File: src/rtl/triangle_dispatcher.sv
// Round-robin dispatcher from the triangle assembler to NUM_UNITS rasterizer units,
// with frame tracking. Optional stall counter enabled by `define DISPATCH_STALL_CNT_EN.
`timescale 1ns/1ps

module triangle_dispatcher #(
    parameter int NUM_UNITS = 4,
    parameter int TRI_W     = 168,
    parameter int CNT_W     = 16
) (
    input  logic                 clk,
    input  logic                 n_rst,
    input  logic [TRI_W-1:0]     tri_data,
    input  logic                 tri_ready,
    output logic                 tri_ack,
    input  logic                 frame_end,
    input  logic [NUM_UNITS-1:0] unit_busy,
    output logic [NUM_UNITS-1:0] unit_start,
    output logic [TRI_W-1:0]     unit_data,
    output logic                 frame_done,
    output logic [CNT_W-1:0]     frame_tri_count,
`ifdef DISPATCH_STALL_CNT_EN
    output logic                 dispatcher_idle,
    output logic [CNT_W-1:0]     stall_cycles
`else
    output logic                 dispatcher_idle
`endif
);

    localparam int IDX_W = (NUM_UNITS > 1) ? $clog2(NUM_UNITS) : 1;

    typedef enum logic [1:0] {
        S_IDLE    = 2'd0,
        S_LAUNCH  = 2'd1,
        S_HOLDOFF = 2'd2,
        S_DRAIN   = 2'd3
    } state_t;

    state_t               r_state;
    state_t               w_next_state;
    logic [IDX_W-1:0]     r_rr_ptr;
    logic [IDX_W-1:0]     r_sel;
    logic [IDX_W-1:0]     w_sel;
    logic                 w_any_free;
    logic                 w_capture;
    logic [NUM_UNITS-1:0] r_shadow_busy;
    logic [NUM_UNITS-1:0] w_eff_busy;
    logic [CNT_W-1:0]     r_tri_count;
    logic [CNT_W-1:0]     r_frame_tri_count;
    logic                 r_frame_pending;
    logic [TRI_W-1:0]     r_unit_data;

    // A started unit may not show busy until the following cycle; the shadow bit covers that gap.
    assign w_eff_busy = unit_busy | r_shadow_busy;

    always_comb begin : sel_scan
        int               idx;
        logic [IDX_W-1:0] w_idx;
        w_sel      = '0;
        w_any_free = 1'b0;
        idx        = 0;
        w_idx      = '0;
        for (int k = 0; k < NUM_UNITS; k++) begin
            idx   = (int'(r_rr_ptr) + k) % NUM_UNITS;
            w_idx = IDX_W'(idx);
            if (!w_any_free && !w_eff_busy[w_idx]) begin
                w_sel      = w_idx;
                w_any_free = 1'b1;
            end
        end
    end

    always_ff @(posedge clk or negedge n_rst) begin
        if (!n_rst) r_state <= S_IDLE;
        else        r_state <= w_next_state;
    end

    // NOTE: every output of this block gets a default first, so no path leaves one unassigned and no latch is inferred.
    always_comb begin
        w_next_state = r_state;
        w_capture    = 1'b0;
        tri_ack      = 1'b0;
        unit_start   = '0;
        frame_done   = 1'b0;
        case (r_state)
            S_IDLE: begin
                if (tri_ready && w_any_free) begin
                    w_capture    = 1'b1;
                    w_next_state = S_LAUNCH;
                end else if (r_frame_pending && !tri_ready && (w_eff_busy == '0)) begin
                    w_next_state = S_DRAIN;
                end
            end
            // NOTE: start/ack are decoded from the state register, so the async reset drops them at once.
            S_LAUNCH: begin
                tri_ack      = 1'b1;
                unit_start   = NUM_UNITS'(1) << r_sel;
                w_next_state = S_HOLDOFF;
            end
            S_HOLDOFF: w_next_state = S_IDLE;
            S_DRAIN: begin
                frame_done   = 1'b1;
                w_next_state = S_IDLE;
            end
            default: w_next_state = S_IDLE;
        endcase
    end

    always_ff @(posedge clk or negedge n_rst) begin
        if (!n_rst) begin
            r_rr_ptr          <= '0;
            r_sel             <= '0;
            r_shadow_busy     <= '0;
            r_tri_count       <= '0;
            r_frame_tri_count <= '0;
            r_frame_pending   <= 1'b0;
            r_unit_data       <= '1;
        end else begin
            r_shadow_busy <= unit_start;
            if (w_capture) begin
                r_unit_data <= tri_data;
                r_sel       <= w_sel;
            end
            if (r_state == S_LAUNCH) begin
                r_rr_ptr <= (r_sel == IDX_W'(NUM_UNITS - 1)) ? '0 : r_sel + IDX_W'(1);
                if (r_tri_count != '1) r_tri_count <= r_tri_count + CNT_W'(1);
            end
            if (r_state == S_DRAIN) begin
                r_frame_tri_count <= r_tri_count;
                r_tri_count       <= '0;
            end
            // A frame_end arriving while draining opens the next frame rather than being lost.
            if (frame_end)                 r_frame_pending <= 1'b1;
            else if (r_state == S_DRAIN)   r_frame_pending <= 1'b0;
        end
    end

    assign unit_data       = r_unit_data;
    assign frame_tri_count = r_frame_tri_count;
    assign dispatcher_idle = (r_state == S_IDLE) && !r_frame_pending;

`ifdef DISPATCH_STALL_CNT_EN
    logic [CNT_W-1:0] r_stall_cnt;
    logic [CNT_W-1:0] r_stall_cycles;

    always_ff @(posedge clk or negedge n_rst) begin
        if (!n_rst) begin
            r_stall_cnt    <= '0;
            r_stall_cycles <= '0;
        end else if (r_state == S_DRAIN) begin
            r_stall_cycles <= r_stall_cnt;
            r_stall_cnt    <= '0;
        end else if ((r_state == S_IDLE) && tri_ready && !w_any_free && (r_stall_cnt != '1)) begin
            r_stall_cnt <= r_stall_cnt + CNT_W'(1);
        end
    end

    assign stall_cycles = r_stall_cycles;
`endif

endmodule
File: config.mk
export PLATFORM = sky130hd
export DESIGN_NAME = triangle_dispatcher
export DESIGN_NICKNAME = d
export VERILOG_FILES = /design/src/rtl/triangle_dispatcher.sv
export SDC_FILE = /design/constraint.sdc
export NUM_CORES = 1
export LEC_CHECK = 0
export ABC_AREA = 1
export ABC_CLOCK_PERIOD_IN_PS = 2100
export CAP_MARGIN = 15
export CORE_MARGIN = 1
export CORE_UTILIZATION = 43
export DETAILED_ROUTE_END_ITERATION = 12
export PLACE_DENSITY = 0.85
export SETUP_SLACK_MARGIN = 0.15
export SYNTH_ARGS = -nofsm -noshare
export SYNTH_HDL_FRONTEND = slang
export SYNTH_SLANG_ARGS = --single-unit
File: constraint.sdc
create_clock -name clk -period 2.1 [get_ports clk]
set_input_delay 0.525 -clock clk [delete_from_list [all_inputs] [get_ports clk]]
set_output_delay 0.525 -clock clk [all_outputs]
set_load 0.01 [all_outputs]
==> impl_metrics.yaml <==
layout:
  area_growth_pct: 59.62
  instances_no_fill: 1705
  finish.net_count: 1600
  drive_gt1_frac: 0.2188
  n_antenna_cell: 0
drt:
  finalWirelength_um: 28310
  wl_per_cell_um: 16.61
  first_pass_iters: 5
  vias_per_cell: 4.893
  vias: 8343
  drc_errors: 0
  drtAntennaViolNets: 0
  drt_iter0_drc: 333
floorplan:
  ios: 367
  initial_utilization: 0.4382
  coreArea_mm2: 0.02023
  die_h_um: 145.6
  die-area_mm2: 0.02120
  fp-row-count: 52
  die_x_um: 145.6
critical_path:
  critPathRequiredTime_ns: 1.57
  criticalPathCategory: "flop to output pin"
  cp.arrival_ns: 1.53
  cp_max_fo: 3
  cp-start-kind: "flop"
  endpoint_kind: "output pin"
clocking:
  holdBufCountCts: 0
  cts_num_sinks: 211
  h-tree-depth: 1
  cts.path.max_buffers: 3
  cts_tree: "built"
  clk_pin_slew_ns: 0.06
  numCtsBuffers: 23
  cts_root_buf: "clkbuf_16"
  clk_latency_ns: 0.50
synthesis:
  synth_area_mm2: 0.008866
  avgSynthCellArea_um2: 8.778
  ys_warn_count: 0
  synth_nets: 1191
  post_synth_num_cell_types: 26
  netlist_instances: 1010
  ys_seq_area_frac: 0.6192
  synth_seq_cells: 211
sta:
  max_slew_margin: 0.7323
  final-setup-viol-count: 0
  tightestPinTransition_ns: 0.4015
  rsz0062_at_grt: "yes"
  slew_violations: 0
  fin_crit_sh: 0.9803
  hold_viol: 0
  fin_crit_ns: 2.059
  finalSetupTns_ns: 0
  finalClockSkew_ns: 0.01159
  max_freq_mhz: 485.8
global_route:
  antenna_found_initial: 0
  grt_pass1_wl_um: 42100
  grt_max_degree: 57
  grt_pass1_vias: 8280
  gr-total-overflow: 0
  track_usage: 0.2477
worst_hold_path:
  hp-class: "input pin to async pin"
pwr:
  powerDensity_mw_per_mm2: 1524
  cellLeakagePower_nw: 7.100
  ir_drop_uv: 824.0
  power.total_mw: 21.57
place:
  port_buffers: 366
  place_congestion: 0.8957
  dp.cells: 1631
  hpwl_um: 18520
status:
  outcome: "finished clean"
flow_run:
  timing.max_cap.violations: 0
## cell families (layout without fill, tap and decap cells)
logic type,count (synthesis),count (layout),synth area share
simple gates,673,673,0.2951
flops,211,211,0.6192
buf+inv,76,501,0.04855
compound gates,38,38,0.02314
xor+xnor,7,7,0.006915
fa+ha+maj,5,5,0.007056
## state kept, by name, indices dropped and copies added, names as in the netlist
name / flops
r_rr_ptr: 2
unit_data: 168
frame_tri_count: 16
r_sel: 2
r_state: 2
r_tri_count: 16
r_frame_pending: 1
r_shadow_busy: 4
## per-stage QoR
| step | utilization | hold slack (ns) | instance area, um^2 | setup WS, ns |
|---|---|---|---|---|
| after detailed placement | 0.6438 | 0.4553 | 13030 | -0.1975 |
| final | 0.6994 | 0.2575 | 14150 | 0.04144 |
| after global placement | 0.6438 | 0.4517 | 13030 | -0.1399 |
| after floorplan | - | 0.2294 | 8866 | 0.3422 |
| after CTS | 0.6750 | 0.2597 | 13660 | 0.02029 |
| after global routing | 0.6994 | 0.2893 | 14150 | -0.01575 |
## worst max-delay path, cell delays in order (launching register included)
cell     delay [ns]
dfrtp_1        0.41
inv_2          0.10
ha_2           0.18
inv_2          0.04
nor2_2         0.14
buf_2          0.15
## per-layer routing
metal  wire length (um)  track usage
met1              10280       0.2734
met2              14700       0.4462
met3               2261      0.07053
met4               1071       0.1032
met5                  0            0
## cells in the final DEF, fill, tap and decap left out, types with 19 or more instances in the layout
cell / n
nand2_1: 588
o21ai_0: 27
inv_1: 20
clkbuf_16: 31
buf_4: 28
dlygate4sd2_1: 178
nand3_1: 28
dfrtp_1: 41
dfstp_2: 168
clkdlybuf4s50_1: 175
nor2_1: 19
## what timing repair did
action / in CTS / in global routing
cloned: 0 / 11
endpoints found under the hold margin: 0 / 0
setup endpoints to repair: 225 / 179
gates resized for setup: 224 / 36
pin swaps: 2 / 9
buffers inserted: 6 / 16
## layout make-up
| cell class | count | area, um^2 |
|---|---|---|
| sequential | 211 | 5493 |
| timing repair buffer | 429 | 4344 |
| tap | 270 | 337.8 |
| inverter | 30 | 132.6 |
| multi-input combinational | 723 | 3053 |
| clock buffer | 36 | 684.4 |
| clock inverter | 5 | 102.6 |
| timing repair inverter | 1 | 5.005 |
| fill | 1485 | 6082 |
## final timing paths
path,startpoint,endpoint,slack (ns),depth (start not counted)
min,n_rst,unit_data[131]$_DFFE_PN1P_,0.26,1
max reg2reg,r_rr_ptr[0]$_DFFE_PN0P_,unit_data[13]$_DFFE_PN1P_,0.16,11
max in group asynchronous,n_rst,unit_data[38]$_DFFE_PN1P_,1.44,2
min in group clk,unit_data[30]$_DFFE_PN1P_,unit_data[30]$_DFFE_PN1P_,0.46,2
max,r_sel[0]$_DFFE_PN0P_,unit_start[2],0.04,5
min reg2reg,unit_data[30]$_DFFE_PN1P_,unit_data[30]$_DFFE_PN1P_,0.46,2
## cells in the mapped netlist, drive strengths merged
cell type	number	area (um^2)
clkbuf	6	22.52
dfstp	168	4414
nand3b	1	7.510
o21ai	28	140.1
nor4	1	6.260
a21oi	4	20.02
nand2	597	2251
or2	2	12.51
xor2	7	61.31
buf	40	292.8
nor2	28	105.1
o21bai	1	7.510
ha	5	62.56
inv	30	115.1
o31ai	5	37.54
nand4	7	43.79
nor3	5	30.03
dfrtp	43	1076
nand3	32	160.2
## where the power goes
| part | internal, mW | leakage (nW) | switching (mW) |
|---|---|---|---|
| combinational | 4.30 | 4.38 | 5.13 |
| clock | 2.60 | 0.381 | 1.61 |
| sequential | 6.91 | 2.34 | 1.02 |
| total | 13.8 | 7.10 | 7.76 |
Note: power is estimated with default switching activity, not from simulation.
